<file path="config.mk">
export PLATFORM = sky130hd
export DESIGN_NAME = mem_port_arbiter
export DESIGN_NICKNAME = d
export VERILOG_FILES = /design/src/rtl/mem_arb_pkg.sv /design/src/rtl/arb_streak_ctr.sv /design/src/rtl/mem_port_arbiter.sv
export SDC_FILE = /design/constraint.sdc
export NUM_CORES = 1
export LEC_CHECK = 0
export ABC_AREA = 1
export BUFFER_PORTS_ARGS = -buffer_cell sky130_fd_sc_hd__buf_2
export CORE_AREA = 2 2 107 109
export DETAILED_ROUTE_END_ITERATION = 12
export DIE_AREA = 0 0 109 111
export PLACE_DENSITY_LB_ADDON = 0.25
export SKIP_LAST_GASP = 1
export SLEW_MARGIN = 20
export SYNTH_ARGS = -nofsm -noshare
export SYNTH_HDL_FRONTEND = slang
export SYNTH_HIERARCHICAL = 1
export SYNTH_SLANG_ARGS = --single-unit
</file>
<file path="constraint.sdc">
create_clock -name clk -period 5.76 [get_ports clk]
set_clock_uncertainty 0.2 [all_clocks]
set_input_delay 0.576 -clock clk [delete_from_list [all_inputs] [get_ports clk]]
set_output_delay 0.576 -clock clk [all_outputs]
set_load 0.03 [all_outputs]
</file>
<file path="src/rtl/mem_arb_pkg.sv">
//------------------------------------------------------------------------------
// mem_arb_pkg: shared widths and enums for the memory port arbiter.
// Revision: 1.0
//------------------------------------------------------------------------------
`default_nettype none

package mem_arb_pkg;

  localparam int DEF_ADDR_W = 32;
  localparam int DEF_DATA_W = 32;

  typedef enum logic [0:0] {
    OWNER_IF = 1'b0,
    OWNER_D  = 1'b1
  } owner_t;

  typedef enum logic [0:0] {
    ST_IDLE = 1'b0,
    ST_WAIT = 1'b1
  } state_t;

endpackage : mem_arb_pkg

`default_nettype wire

</file>
<file path="src/rtl/arb_streak_ctr.sv">
//------------------------------------------------------------------------------
// arb_streak_ctr: saturating count of consecutive D grants made while IF waits.
// Revision: 1.0
//------------------------------------------------------------------------------
`default_nettype none

module arb_streak_ctr #(
  parameter int MAX_STREAK = 4
) (
  input  logic clk,
  input  logic rst,
  input  logic inc,
  input  logic clr,
  output logic at_max
);

  localparam int CW = $clog2(MAX_STREAK + 1);
  localparam logic [CW-1:0] C_MAX = CW'(MAX_STREAK);

  logic [CW-1:0] r_cnt;

  // Clear wins over increment; the two are never asserted together by the top.
  always_ff @(posedge clk or negedge rst) begin
    if (!rst) begin
      r_cnt <= '0;
    end else if (clr) begin
      r_cnt <= '0;
    end else if (inc && (r_cnt != C_MAX)) begin
      r_cnt <= r_cnt + CW'(1);
    end
  end

  assign at_max = (r_cnt == C_MAX);

endmodule : arb_streak_ctr

`default_nettype wire

</file>
<file path="src/rtl/mem_port_arbiter.sv">
//------------------------------------------------------------------------------
// mem_port_arbiter: shares one memory port between instruction fetch and
// load/store, D-priority with an anti-starvation streak limit. Revision: 1.0
//------------------------------------------------------------------------------
`default_nettype none

module mem_port_arbiter
  import mem_arb_pkg::*;
#(
  parameter int ADDR_W     = DEF_ADDR_W,
  parameter int DATA_W     = DEF_DATA_W,
  parameter int MAX_STREAK = 4
) (
  input  logic                clk,
  input  logic                rst,

  input  logic                if_req_valid,
  output logic                if_req_ready,
  input  logic [ADDR_W-1:0]   if_req_addr,
  output logic                if_rsp_valid,
  output logic [DATA_W-1:0]   if_rsp_data,

  input  logic                d_req_valid,
  output logic                d_req_ready,
  input  logic [ADDR_W-1:0]   d_req_addr,
  input  logic                d_req_we,
  input  logic [DATA_W-1:0]   d_req_wdata,
  input  logic [DATA_W/8-1:0] d_req_wstrb,
  output logic                d_rsp_valid,
  output logic [DATA_W-1:0]   d_rsp_data,

  output logic                mem_req_valid,
  input  logic                mem_req_ready,
  output logic [ADDR_W-1:0]   mem_req_addr,
  output logic                mem_req_we,
  output logic [DATA_W-1:0]   mem_req_wdata,
  output logic [DATA_W/8-1:0] mem_req_wstrb,
  input  logic                mem_rsp_valid,
  input  logic [DATA_W-1:0]   mem_rsp_data,

  output logic                busy,
  output logic                stray_rsp
);

  state_t r_state;
  state_t w_state_nxt;
  owner_t r_owner;
  owner_t w_owner_nxt;
  logic   r_stray;

  logic   w_at_max;
  logic   w_sel_d;
  logic   w_sel_if;
  logic   w_hs;
  logic   w_streak_inc;
  logic   w_streak_clr;

  // Selection is recomputed every IDLE cycle, so a dropped request simply
  // stops being selected.
  assign w_sel_d  = d_req_valid && !(if_req_valid && w_at_max);
  assign w_sel_if = !w_sel_d && if_req_valid;

  assign w_hs = rst && (r_state == ST_IDLE) && (w_sel_d || w_sel_if) && mem_req_ready;

  assign w_streak_inc = w_hs && w_sel_d && if_req_valid;
  assign w_streak_clr = w_hs && (w_sel_if || (w_sel_d && !if_req_valid));

  arb_streak_ctr #(
    .MAX_STREAK (MAX_STREAK)
  ) u_streak (
    .clk    (clk),
    .rst    (rst),
    .inc    (w_streak_inc),
    .clr    (w_streak_clr),
    .at_max (w_at_max)
  );

  always_ff @(posedge clk or negedge rst) begin
    if (!rst) begin
      r_state <= ST_IDLE;
      r_owner <= OWNER_IF;
      r_stray <= 1'b0;
    end else begin
      r_state <= w_state_nxt;
      r_owner <= w_owner_nxt;
      if ((r_state == ST_IDLE) && mem_rsp_valid) begin
        r_stray <= 1'b1;
      end
    end
  end

  always_comb begin
    w_state_nxt   = r_state;
    w_owner_nxt   = r_owner;
    mem_req_valid = 1'b0;
    mem_req_addr  = if_req_addr;
    mem_req_we    = 1'b0;
    mem_req_wdata = '0;
    mem_req_wstrb = '0;
    if_req_ready  = 1'b0;
    d_req_ready   = 1'b0;
    if_rsp_valid  = 1'b0;
    d_rsp_valid   = 1'b0;
    busy          = 1'b0;

    case (r_state)
      ST_IDLE: begin
        if (w_sel_d) begin
          mem_req_valid = 1'b1;
          mem_req_addr  = d_req_addr;
          mem_req_we    = d_req_we;
          mem_req_wdata = d_req_wdata;
          mem_req_wstrb = d_req_wstrb;
          d_req_ready   = mem_req_ready;
        end else if (w_sel_if) begin
          mem_req_valid = 1'b1;
          mem_req_addr  = if_req_addr;
          if_req_ready  = mem_req_ready;
        end
        if (w_hs) begin
          w_state_nxt = ST_WAIT;
          w_owner_nxt = w_sel_d ? OWNER_D : OWNER_IF;
        end
      end
      ST_WAIT: begin
        busy = 1'b1;
        if (mem_rsp_valid) begin
          if (r_owner == OWNER_D) begin
            d_rsp_valid = 1'b1;
          end else begin
            if_rsp_valid = 1'b1;
          end
          w_state_nxt = ST_IDLE;
        end
      end
      default: begin
        w_state_nxt = ST_IDLE;
      end
    endcase

    // Handshake outputs are held low for the whole time reset is asserted.
    if (!rst) begin
      mem_req_valid = 1'b0;
      if_req_ready  = 1'b0;
      d_req_ready   = 1'b0;
      if_rsp_valid  = 1'b0;
      d_rsp_valid   = 1'b0;
      busy          = 1'b0;
    end
  end

  assign if_rsp_data = mem_rsp_data;
  assign d_rsp_data  = mem_rsp_data;
  assign stray_rsp   = r_stray;

endmodule : mem_port_arbiter

`default_nettype wire

</file>
=== Word level (Yosys, flattened, before mapping) ===
Cells that the tools add are included.

* Flip-flop bits (word level): 6
* Bits in latches: 0
* Bits in writable memories: 0
* Bits in read-only memories: 0
* Input port bits: 139
* Output and inout bits: 140
* Memories: 0

* $add $sub $neg: 1
* Multiply operators: 0
* Div/mod/pow operators: 0
* $lt $le $gt $ge: 0
* Eq/ne operators: 2
* Shift-type cells: 0
* Muxes and demuxes: 35
* Bitwise gates (word level): 1
* Reduce and logical (&&, ||, !) cells: 19

{| class="wikitable"
|+ Operators by type and width
! cell !! count
|-
| $mux 32 || 4
|-
| $mux 1 || 26
|-
| $logic_and 1x1->1 || 12
|-
| $mux 4 || 2
|-
| $mux 3 || 2
|-
| $add 3x1->3 const B || 1
|-
| $eq 3x3->1 const B || 1
|-
| $logic_not 1->1 || 3
|-
| $ne 3x3->1 const B || 1
|-
| $logic_or 1x1->1 || 2
|-
| $pmux 1 s2 || 1
|-
| $reduce_and 2->1 || 1
|-
| $reduce_bool 2->1 || 1
|-
| $not 1->1 || 1
|}

=== Depth between registers and ports, before layout ===
Gate-level depths: netlist of run 1.

* Depth after elaboration: 14
* Depth in mapped cells: 14

=== Cells and area by module ===
Netlist of run 1, hierarchy kept.

{| class="wikitable"
|+ By module, submodules not included
! module !! times used !! cells each !! area each (µm²) !! seq. area each (µm²)
|-
| mem_port_arbiter || 1 || 277 || 1,408.9 || 75.1
|-
| arb_streak_ctr || 1 || 25 || 185.2 || 75.1
|}

=== Worst setup path before layout of run 1 ===
Ideal clock, no wire load.

* Path kind: register to output
* Start point: reg u_streak.r_cnt[0]
* End point: out mem_req_wdata[20]
* Arrival time: 1.611 ns
* Setup slack: 3.373 ns
* Cell stages (with the launch flop): 10
* Path buffers: 2
* Cells stage by stage: dfrtp_1 -> inv_1 -> ha_1 -> nand2_2 -> inv_1 -> nand2_1 -> nand3_4 -> buf_6 -> buf_6 -> nor2_1

* Cells in the longest elaborated chain, start to end: 6

{| class="wikitable"
|+ Ends and longest elaborated chain
! item !! RTL line !! source
|-
| start, declared || arb_streak_ctr.sv:20 || <nowiki>logic [CW-1:0] r_cnt;</nowiki>
|-
| start signal, assigned || arb_streak_ctr.sv:29 || <nowiki>r_cnt <= r_cnt + CW'(1);</nowiki>
|-
| $eq 3x3->1 || arb_streak_ctr.sv:33 || <nowiki>assign at_max = (r_cnt == C_MAX);</nowiki>
|-
| via w_at_max || mem_port_arbiter.sv:51 || <nowiki>logic w_at_max;</nowiki>
|-
| $logic_and 1x1->1 || mem_port_arbiter.sv:60 || <nowiki>assign w_sel_d = d_req_valid && !(if_req_valid && w_at_max);</nowiki>
|-
| $logic_not 1->1 || mem_port_arbiter.sv:60 ||
|-
| $logic_and 1x1->1 || mem_port_arbiter.sv:60 ||
|-
| $mux 32 || mem_port_arbiter.sv:108 || <nowiki>if (w_sel_d) begin</nowiki>
|-
| $mux 32 || mem_port_arbiter.sv:106 || <nowiki>case (r_state)</nowiki>
|-
| end, declared || mem_port_arbiter.sv:36 || <nowiki>output logic [DATA_W-1:0] mem_req_wdata,</nowiki>
|}

The timed path passes the listed nets, and every way through them passes these cells.

=== Final worst setup path of run 1 ===
* Start point: reg u_streak.r_cnt[0]
* End point: out mem_req_addr[26]

* Cells in the longest elaborated chain, start to end: 6

{| class="wikitable"
|+ Ends and longest elaborated chain
! item !! RTL line !! source
|-
| $eq 3x3->1 || arb_streak_ctr.sv:33 ||
|-
| via w_at_max || mem_port_arbiter.sv:51 ||
|-
| $logic_and 1x1->1 || mem_port_arbiter.sv:60 ||
|-
| $logic_not 1->1 || mem_port_arbiter.sv:60 ||
|-
| $logic_and 1x1->1 || mem_port_arbiter.sv:60 ||
|-
| $mux 32 || mem_port_arbiter.sv:108 ||
|-
| $mux 32 || mem_port_arbiter.sv:106 ||
|-
| end, declared || mem_port_arbiter.sv:34 || <nowiki>output logic [ADDR_W-1:0] mem_req_addr,</nowiki>
|}

The timed path passes the listed nets, and every way through them passes these cells.

==> impl_metrics.env, run 1 <==
export IMPL_outcome="finished, final reports clean"
export IMPL_yosysSeqAreaShare_pct=9.42
export IMPL_place_gp_congestion=0.718
export IMPL_path_clk_slew_ns=0.04
export IMPL_place_ws_ns=2.29
export IMPL_hold_slack_ns=0.247
export IMPL_die_h_um=111
export IMPL_tritoncts="built"
export IMPL_maxCapViolCount=0
export IMPL_ant_nets=0
export IMPL_cp_arrival_ns=2.81
export IMPL_crit_top_cell="nand2_1"
export IMPL_fmax_ghz=0.279
export IMPL_max_stage_delay_ns=0.71
export IMPL_maxSlewHeadroom_pct=49.7
export IMPL_worst_pin_slew_ns=0.754
export IMPL_yosys_top_cells_area="buf_4 32%, nand2_1 26%, inv_1 12%"
export IMPL_ys_flop_type="dfrtp_1"
export IMPL_drc=0
export IMPL_viasPerCell=3.45
export IMPL_grt_pass1_vias=1809
export IMPL_crit_slowest_cell="inv_2"
export IMPL_start_util_pct=14.4
export IMPL_ys_ff_latch=6
export IMPL_final_hold_viol_count=0
export IMPL_design_area_mm2=0.00222
export IMPL_dr_total_vias=1924
export IMPL_path_max_fanout=70
export IMPL_grt_overflow_total=0
export IMPL_firstDrtPassIters=4
export IMPL_setup_viol=0
export IMPL_std_cell_rows=39
export IMPL_hold_path_class="register to register"
export IMPL_die_w_um=109
export IMPL_syn_inst=302
export IMPL_cts_made_buffers=3
export IMPL_dieArea_mm2=0.0121
export IMPL_synth_top_area_share_pct=31.6
export IMPL_synth_edf_count=0
export IMPL_place_hpwl_mm=4.16
export IMPL_synth_area_leader_cell="buf_4"
export IMPL_p_leak_nw=1.61
export IMPL_ctsRootBufferMaster="clkbuf_16"
export IMPL_nets=558
export IMPL_synth_lib_cells_used_distinct=16
export IMPL_critical_path_required_ns=4.98
export IMPL_period_share_pct=62.2
export IMPL_finalSetupTns_ns=0
export IMPL_core_area_mm2=0.0111
export IMPL_synth_most_common_cell="nand2_1"
export IMPL_grt_pass1_wl_mm=7.66
export IMPL_path_cells="inv_1, ha_1, nand2_2, inv_1, nand2_1, nand3_4, inv_2, nand2_1, nand2_1, buf_2"
export IMPL_netlist_area_mm2=0.00159
export IMPL_ir_worst_vdd_mv=0.116
export IMPL_antenna_diode_count=0
export IMPL_grt_max_degree=71
export IMPL_port_buffers=182
export IMPL_period_minus_slack_ns=3.58
export IMPL_synth_warnings=6
export IMPL_placed_area_mm2=0.00213
export IMPL_drive_gt1_share_pct=45.7
export IMPL_cts_buffer_depth=2
export IMPL_grt_antenna_before_repair=0
export IMPL_rsz0062_at_grt="false"
export IMPL_grt_usage_pct=7.62
export IMPL_slew_viol_final=0
export IMPL_cp_end_kind="output pin"
export IMPL_startpoint_type="register"
export IMPL_dr_first_iter_drc_count=21
export IMPL_path_class="register to output pin"
export IMPL_drt_total_wl_mm=5.07
export IMPL_finalWorstSetupSlack_ns=2.18
export IMPL_cts_sinks=6
export IMPL_clock_latency_ns=0.22
export IMPL_avgSynthCellArea_um2=5.28
export IMPL_wl_per_cell_um=9.10
export IMPL_area_growth_pct=39.2
export IMPL_syn_nets=444
export IMPL_powerDensity_mw_per_mm2=186
export IMPL_asyncSetResetFlopFracSynth_pct=100
export IMPL_synth_common_cells="111 x nand2_1, 67 x buf_4, 49 x inv_1"
export IMPL_htreeDepth=1
export IMPL_pin_count=279
[worst paths after layout]
check | from | endpoint | slack (ns) | depth (start not counted)
max | u_streak/r_cnt[0] | mem_req_addr[26] | 2.18 | 10
min | stray_rsp | stray_rsp | 0.25 | 1
max reg2reg | u_streak/r_cnt[0] | u_streak/r_cnt[2] | 3.73 | 14
min reg2reg | stray_rsp | stray_rsp | 0.25 | 1
max in group asynchronous | rst | u_streak/r_cnt[2] | 4.65 | 2
min in group asynchronous | rst | r_owner | 0.54 | 2
[registers in the layout, indices dropped and copies added (netlist names)]
signal,flops
r_owner,1
u_streak/r_cnt,3
stray_rsp,1
r_state,1
[cells by family (layout without fill, tap and decap cells)]
| logic type | after synthesis | in the layout | synth area share [%] |
|---|---|---|---|
| and+or+nand+nor | 166 | 166 | 40.9 |
| buffers and inverters | 125 | 237 | 46.5 |
| DFF | 6 | 6 | 9.42 |
| adders and majority gates | 3 | 3 | 2.36 |
| AOI/OAI and AO/OA | 2 | 2 | 0.785 |
[stage by stage]
step           cells  utilization, %  power (mW)
2_1_floorplan    302               -       0.302
3_3_place_gp     553            19.3       0.304
3_5_place_dp     553            19.3       0.305
4_1_cts          557            20.0       0.420
5_1_grt          557            20.0       0.443
6_report         557            20.0       0.413
[critical path: cells and delay by family (launching register included)]
family / cells / cell delay, ns
buffers and inverters: 4 / 1.02
AND/OR/NAND/NOR: 5 / 0.98
flip-flops: 1 / 0.36
adder cells (fa/ha/maj): 1 / 0.21
[cell usage in the layout (no fill, tap or decap)]
| master | n |
|---|---|
| a21o_1 | 1 |
| nand3_4 | 1 |
| inv_1 | 49 |
| nand2_1 | 111 |
| nand2_2 | 1 |
| dfrtp_1 | 6 |
| dlygate4sd3_1 | 1 |
| nand3_1 | 4 |
| o21ai_0 | 1 |
| clkbuf_16 | 3 |
| ha_1 | 3 |
| and3_1 | 1 |
| nand4_1 | 2 |
| inv_2 | 2 |
| nor2_1 | 46 |
| buf_2 | 182 |
[where the power goes]
part           switching [mW]  internal (mW)
Sequential            0.00488         0.0484
Clock                  0.0227         0.0891
Combinational           0.168         0.0800
Total                   0.195          0.217
[cell type report]
cell class,instances,area (um^2)
tap,143,179
clock buffer,3,75.1
timing repair buffer,183,921
inverter,51,191
fill,1302,8860
sequential,6,150
multi-input combinational,171,702
[metal layers]
layer  vias up  global-route usage, %  wire length (um)
met2       102                   14.4              2510
met3        24                   1.88               506
met1       777                   7.64              1860
met4         0                   3.42               189
met5         -                      0                 0
li1       1021                      -                 -
[what timing repair did]
action,4_1_cts,5_1_grt
setup endpoints to repair,0,0
resized for setup,0,0
endpoints found under the hold margin,6,0
buffers inserted,0,0
hold buffers,1,0
(Power assumes the default switching activity.)
==> run 2, diff against run 1 <==
--- a/config.mk
+++ b/config.mk
@@ -7,9 +7,9 @@
 export LEC_CHECK = 0
 export ABC_AREA = 1
 export BUFFER_PORTS_ARGS = -buffer_cell sky130_fd_sc_hd__buf_2
-export CORE_AREA = 2 2 107 109
+export CORE_AREA = 2 2 108 110
 export DETAILED_ROUTE_END_ITERATION = 12
-export DIE_AREA = 0 0 109 111
+export DIE_AREA = 0 0 110 112
 export PLACE_DENSITY_LB_ADDON = 0.25
 export SKIP_LAST_GASP = 1
 export SLEW_MARGIN = 20
==> constraint.sdc (replaced) <==
create_clock -name clk -period 3.1 [get_ports clk]
set_clock_uncertainty 0.2 [all_clocks]
set_input_delay 0.31 -clock clk [delete_from_list [all_inputs] [get_ports clk]]
set_output_delay 0.31 -clock clk [all_outputs]
set_load 0.03 [all_outputs]
==> run 2 against run 1 <==
Compared with the run above:
- via count rose by 3.6%
- worst setup slack got worse by 1.8 ns
- combinational power increased by 90%
- sequential cell count is the same
- core utilization rose by 0.14 points
- hold slack lost 0.14 ns
- design area grew 1.6%
- largest cell class unchanged
- critical endpoint is now mem_req_addr[18]
- wire length rose by 2.8%
==> impl_metrics.env, run 2 (synthesis results as in run 1) <==
export IMPL_fillers=1282
export IMPL_path_class="register to output pin"
export IMPL_final_hold_viol_count=0
export IMPL_area_growth_pct=41.4
export IMPL_maxSlewHeadroom_pct=69.0
export IMPL_die_w_um=110
export IMPL_drt_total_wl_mm=5.21
export IMPL_p_clk_share_pct=26.8
export IMPL_final_common_cell="buf_2"
export IMPL_start_util_pct=14.3
export IMPL_antenna_diode_count=0
export IMPL_path_max_fanout=47
export IMPL_path_cells="inv_1, ha_1, nand2_2, inv_1, nand2_1, nand3_4, buf_4, nand2_1, nand2_1, buf_2"
export IMPL_grt_pass1_vias=1732
export IMPL_outcome="finished, final reports clean"
export IMPL_worst_pin_slew_ns=0.464
export IMPL_nets=561
export IMPL_multiInputGateArea_um2=702
export IMPL_powerDensity_mw_per_mm2=345
export IMPL_path_delay_family="buffers and inverters"
export IMPL_dr_total_vias=1993
export IMPL_seq_area_um2=150
export IMPL_fmax_ghz=0.368
export IMPL_wl_met3_um=797
export IMPL_slew_viol_final=0
export IMPL_seqPwrFrac_pct=12.8
export IMPL_ir_worst_vdd_mv=0.147
export IMPL_ctsRootBufferMaster="clkbuf_16"
export IMPL_grt_max_degree=48
export IMPL_die_h_um=112
export IMPL_grt_antenna_before_repair=0
export IMPL_htreeDepth=1
export IMPL_port_buffers=182
export IMPL_regMostFlops="u_streak/r_cnt"
export IMPL_wl_met1_mm=1.77
export IMPL_path_clk_slew_ns=0.03
export IMPL_largest_reg_flops=3
export IMPL_wl_per_cell_um=9.30
export IMPL_crit_top_cell="nand2_1"
export IMPL_routed_wl_met2_mm=2.61
export IMPL_drc=0
export IMPL_std_cell_rows=39
export IMPL_core_area_mm2=0.0112
export IMPL_max_stage_delay_ns=0.47
export IMPL_place_hpwl_mm=4.48
export IMPL_ant_nets=0
export IMPL_intPower_mw=0.411
export IMPL_grt_usage_pct=7.46
export IMPL_period_minus_slack_ns=2.72
export IMPL_pwr_share_comb_pct=60.4
export IMPL_highest_signal_layer="met4"
export IMPL_finalSetupTns_ns=0
export IMPL_cts_resized=0
export IMPL_place_ws_ns=0.566
export IMPL_startpoint_type="register"
export IMPL_hold_path_class="input pin to register"
export IMPL_dr_first_iter_drc_count=30
export IMPL_pin_count=279
export IMPL_cts_buffer_depth=2
export IMPL_layout_common_cells="182 x buf_2, 111 x nand2_1, 49 x inv_1, 46 x nor2_1, 6 x dfrtp_1"
export IMPL_dieArea_mm2=0.0123
export IMPL_crit_slowest_cell="buf_4"
export IMPL_grt_pass1_wl_mm=7.32
export IMPL_grt_overflow_total=0
export IMPL_maxCapViolCount=0
export IMPL_period_share_pct=87.6
export IMPL_setup_viol=0
export IMPL_firstDrtPassIters=4
export IMPL_viasPerCell=3.56
export IMPL_netSwitchingPower_mw=0.367
export IMPL_cts_sinks=6
export IMPL_switching_share_pct=47.2
export IMPL_cp_end_kind="output pin"
export IMPL_drive_gt1_share_pct=46.0
export IMPL_p_leak_nw=1.63
export IMPL_clock_latency_ns=0.23
export IMPL_critPathBufInv=4
export IMPL_tritoncts="built"
export IMPL_cts_made_buffers=3
export IMPL_place_gp_congestion=0.707
export IMPL_finalWorstSetupSlack_ns=0.384
export IMPL_critical_path_required_ns=2.59
export IMPL_cts_setup_buffers=0
export IMPL_cp_arrival_ns=2.21
export IMPL_rsz0062_at_grt="false"
==> run 2: area by class of cell <==
| class | instances | area share, % |
|---|---|---|
| timing repair buffer | 186 | 42.4 |
| sequential | 6 | 6.66 |
| multi-input combinational | 171 | 31.1 |
| tap | 143 | 7.94 |
| inverter | 51 | 8.50 |
| clock buffer | 3 | 3.33 |
==> run 2: worst register-to-register path: cells and delay by family, from the launching register on <==
kind / cells / cell delay [ns]
AND/OR/NAND/NOR: 9 / 0.92
adder cells (fa/ha/maj): 1 / 0.22
buffers and inverters: 4 / 0.26
flip-flops: 1 / 0.36
==> run 2: final timing paths <==
check                      depth (start not counted)                 to  slack, ns              start
setup / recovery                                  10   mem_req_addr[18]       0.38  u_streak/r_cnt[0]
hold / removal                                     2            r_state       0.11      mem_rsp_valid
setup reg to reg                                  14  u_streak/r_cnt[2]       1.04  u_streak/r_cnt[0]
hold reg to reg                                    1          stray_rsp       0.26          stray_rsp
max in group asynchronous                          2  u_streak/r_cnt[2]       2.26                rst
min in group asynchronous                          2          stray_rsp       0.26                rst
==> run 2: power groups by stage <==
stage	logic [mW]	clock network [mW]	registers [mW]
4_1_cts	0.477	0.212	0.0993
2_1_floorplan	0.463	0	0.0975
3_3_place_gp	0.472	0	0.0994
5_1_grt	0.519	0.219	0.101
6_report	0.470	0.208	0.0994
3_5_place_dp	0.475	0	0.0998
==> run 2: repair_timing <==
item / CTS / global route
hold buffers: 1 / 0
hold endpoints to repair: 6 / 0
endpoints found under the setup margin: 0 / 0
==> run 2: layer usage <==
metal / global-route usage, % / up-vias
met3: 2.81 / 7
met1: 7.03 / 796
met4: 1.27 / 0
met2: 14.9 / 161
li1: - / 1029
met5: 0 / -
==> run 2: through the flow <==
| stage | power [mW] | instances | utilization [%] | hold slack [ns] | instance area [um^2] |
|---|---|---|---|---|---|
| floorplan | 0.561 | 302 | - | -0.186 | 1590 |
| global placement | 0.572 | 556 | 19.4 | -0.0347 | 2170 |
| detailed placement | 0.575 | 556 | 19.4 | -0.0288 | 2170 |
| CTS | 0.789 | 560 | 20.2 | 0.112 | 2250 |
| global route | 0.839 | 560 | 20.2 | 0.127 | 2250 |
| finish | 0.778 | 560 | 20.2 | 0.109 | 2250 |
==> run 3, diff against run 2 <==
--- a/config.mk
+++ b/config.mk
@@ -5,11 +5,10 @@
 export SDC_FILE = /design/constraint.sdc
 export NUM_CORES = 1
 export LEC_CHECK = 0
-export ABC_AREA = 1
 export BUFFER_PORTS_ARGS = -buffer_cell sky130_fd_sc_hd__buf_2
-export CORE_AREA = 2 2 108 110
+export CORE_AREA = 2 2 107 109
 export DETAILED_ROUTE_END_ITERATION = 12
-export DIE_AREA = 0 0 110 112
+export DIE_AREA = 0 0 109 111
 export PLACE_DENSITY_LB_ADDON = 0.25
 export SKIP_LAST_GASP = 1
 export SLEW_MARGIN = 20
==> constraint.sdc (replaced) <==
create_clock -name clk -period 3.2 [get_ports clk]
set_clock_uncertainty 0.2 [all_clocks]
set_input_delay 0.32 -clock clk [delete_from_list [all_inputs] [get_ports clk]]
set_output_delay 0.32 -clock clk [all_outputs]
set_load 0.03 [all_outputs]
==> run 3 against run 2 <==
Compared with the run above:
- critical path type unchanged
- register-to-register slack lost 0.50 ns
- via count decreased by 22%
- critical endpoint unchanged
- first-iteration DRC count fell by 30%
- clock power decreased by 3%
- wire length down 2.3%
==> impl_metrics.env, run 3 <==
export IMPL_core_area_mm2=0.0111
export IMPL_pin_count=279
export IMPL_syn_inst=182
export IMPL_netlist_area_mm2=0.00154
export IMPL_cts_sinks=6
export IMPL_cp_arrival_ns=2.34
export IMPL_ant_nets=0
export IMPL_critical_path_required_ns=2.68
export IMPL_period_minus_slack_ns=2.86
export IMPL_grt_antenna_before_repair=0
export IMPL_critPathBufInv=3
export IMPL_path_clk_slew_ns=0.03
export IMPL_grt_pass1_wl_mm=7.02
export IMPL_synth_warnings=6
export IMPL_period_share_pct=89.5
export IMPL_cp_end_kind="output pin"
export IMPL_dr_total_vias=1548
export IMPL_area_growth_pct=42.2
export IMPL_firstDrtPassIters=3
export IMPL_htreeDepth=1
export IMPL_path_cells="inv_1, ha_1, and2_1, a21bo_2, nor2_4, buf_4, mux2_2, buf_2"
export IMPL_synth_xor_area_share_pct=0
export IMPL_tritoncts="built"
export IMPL_synth_top_area_share_pct=31.7
export IMPL_path_class="register to output pin"
export IMPL_avgSynthCellArea_um2=8.46
export IMPL_synth_common_cells="65 x buf_4, 40 x and2_1, 32 x mux2_2"
export IMPL_finalSetupTns_ns=0
export IMPL_synth_most_common_cell="buf_4"
export IMPL_p_clk_share_pct=26.8
export IMPL_synth_area_leader_cell="buf_4"
export IMPL_place_ws_ns=0.549
export IMPL_fmax_ghz=0.349
export IMPL_yosysSeqAreaShare_pct=9.76
export IMPL_synth_adder_area_share_pct=2.44
export IMPL_p_leak_nw=1.24
export IMPL_layout_common_cells="182 x buf_2, 40 x and2_1, 32 x mux2_2, 6 x dfrtp_1, 4 x inv_1"
export IMPL_synth_edf_count=0
export IMPL_grt_usage_pct=7.34
export IMPL_fillers=1257
export IMPL_design_area_mm2=0.00219
export IMPL_finish_utilization_pct=19.8
export IMPL_rsz0062_at_grt="false"
export IMPL_yosys_top_cells_area="buf_4 32%, mux2_2 23%, and2_1 16%"
export IMPL_total_power_mw=0.754
export IMPL_cts_buffer_depth=2
export IMPL_syn_nets=324
export IMPL_startpoint_type="register"
export IMPL_ir_worst_vdd_mv=0.250
export IMPL_wl_per_cell_um=11.5
export IMPL_grt_pass1_vias=1405
export IMPL_seq_area_um2=150
export IMPL_drive_gt1_share_pct=74.9
export IMPL_worst_pin_slew_ns=0.689
export IMPL_start_util_pct=13.9
export IMPL_antenna_diode_count=0
export IMPL_viasPerCell=3.50
export IMPL_cts_made_buffers=3
export IMPL_drc=0
export IMPL_place_hpwl_mm=4.51
export IMPL_ys_flop_type="dfrtp_1"
export IMPL_intPower_mw=0.434
export IMPL_grt_max_degree=40
export IMPL_ctsRootBufferMaster="clkbuf_16"
export IMPL_netSwitchingPower_mw=0.321
export IMPL_outcome="finished, final reports clean"
export IMPL_path_delay_family="buffers and inverters"
export IMPL_drt_total_wl_mm=5.09
export IMPL_finalWorstSetupSlack_ns=0.337
export IMPL_cts_resized=0
export IMPL_powerDensity_mw_per_mm2=345
export IMPL_path_max_fanout=39
export IMPL_die_h_um=111
export IMPL_synth_top_family_by_area="buffers and inverters"
export IMPL_maxSlewHeadroom_pct=53.6
export IMPL_slew_viol_final=0
export IMPL_die_w_um=109
export IMPL_synth_compound_area_share_pct=3.17
export IMPL_std_cell_rows=39
export IMPL_dieArea_mm2=0.0121
export IMPL_yosys_area_share_simple_pct=23.5
export IMPL_placed_area_mm2=0.00210
export IMPL_pwr_share_comb_pct=59.4
export IMPL_ys_ff_latch=6
export IMPL_place_gp_congestion=0.696
export IMPL_seqPwrFrac_pct=13.8
export IMPL_final_hold_viol_count=0
export IMPL_regMostFlops="u_streak/r_cnt"
export IMPL_final_common_cell="buf_2"
export IMPL_largest_reg_flops=3
export IMPL_synthMuxAreaShare_pct=25.0
export IMPL_port_buffers=182
export IMPL_clock_latency_ns=0.23
export IMPL_asyncSetResetFlopFracSynth_pct=100
export IMPL_nets=443
export IMPL_dr_first_iter_drc_count=21
export IMPL_synth_lib_cells_used_distinct=26
export IMPL_crit_slowest_cell="mux2_2"
export IMPL_maxCapViolCount=0
export IMPL_setup_viol=0
export IMPL_grt_overflow_total=0
export IMPL_multiInputGateArea_um2=833
export IMPL_max_stage_delay_ns=0.41
export IMPL_switching_share_pct=42.5
export IMPL_hold_path_class="input pin to register"
run 3: worst register-to-register path, stage by stage (launching register included):
cell and delay, ns:
dfrtp_1 0.37, inv_1 0.06, ha_1 0.22, and2_1 0.16, a21bo_2 0.25, ha_1 0.27
nor4_1 0.61, nor2b_1 0.11, mux2_4 0.29
run 3: area by class of cell:
| cell class | count | share of cell area [%] |
|---|---|---|
| sequential | 6 | 6.86 |
| tap | 143 | 8.18 |
| inverter | 4 | 0.686 |
| clock buffer | 3 | 3.43 |
| multi-input combinational | 101 | 38.1 |
| timing repair buffer | 185 | 42.8 |
run 3: path summary, 6_finish.rpt:
path | to | startpoint | slack, ns | depth (start not counted)
max | mem_req_addr[18] | u_streak/r_cnt[0] | 0.34 | 8
min | stray_rsp | mem_rsp_valid | 0.18 | 3
max reg2reg | u_streak/r_cnt[0] | u_streak/r_cnt[0] | 0.54 | 8
min reg2reg | stray_rsp | stray_rsp | 0.26 | 1
max in group asynchronous | u_streak/r_cnt[0] | rst | 2.37 | 2
min in group asynchronous | u_streak/r_cnt[2] | rst | 0.26 | 2
run 3: cell families after synthesis:
kind of cell | count (synthesis)
AO/OA/AOI/OAI | 6
adder cells (fa/ha/maj) | 3
buffers and inverters | 75
flip-flops | 6
multiplexers | 34
AND/OR/NAND/NOR | 58
run 3: what timing repair did:
action	CTS	global route
setup buffers	0	0
endpoints found under the hold margin	6	0
hold buffers	1	0
run 3: routing by layer:
layer	global-route usage [%]	vias up	routed length, um
li1	-	761	-
met1	8.13	638	1920
met2	12.7	143	2360
met3	3.17	6	750
met4	1.79	0	57
met5	0	-	0
run 3: power groups by stage:
stage	Sequential, mW	Clock (mW)	Combinational [mW]
after floorplan	0.102	0	0.460
after global placement	0.104	0	0.452
after detailed placement	0.105	0	0.451
after CTS	0.104	0.208	0.455
after global routing	0.106	0.211	0.483
final	0.104	0.202	0.448
run 3: per-stage QoR:
step	std cells	hold slack [ns]
after CTS	442	0.178
after global placement	438	-0.0285
after global routing	442	0.196
after detailed placement	438	-0.0268
after floorplan	182	-0.176
final	442	0.177
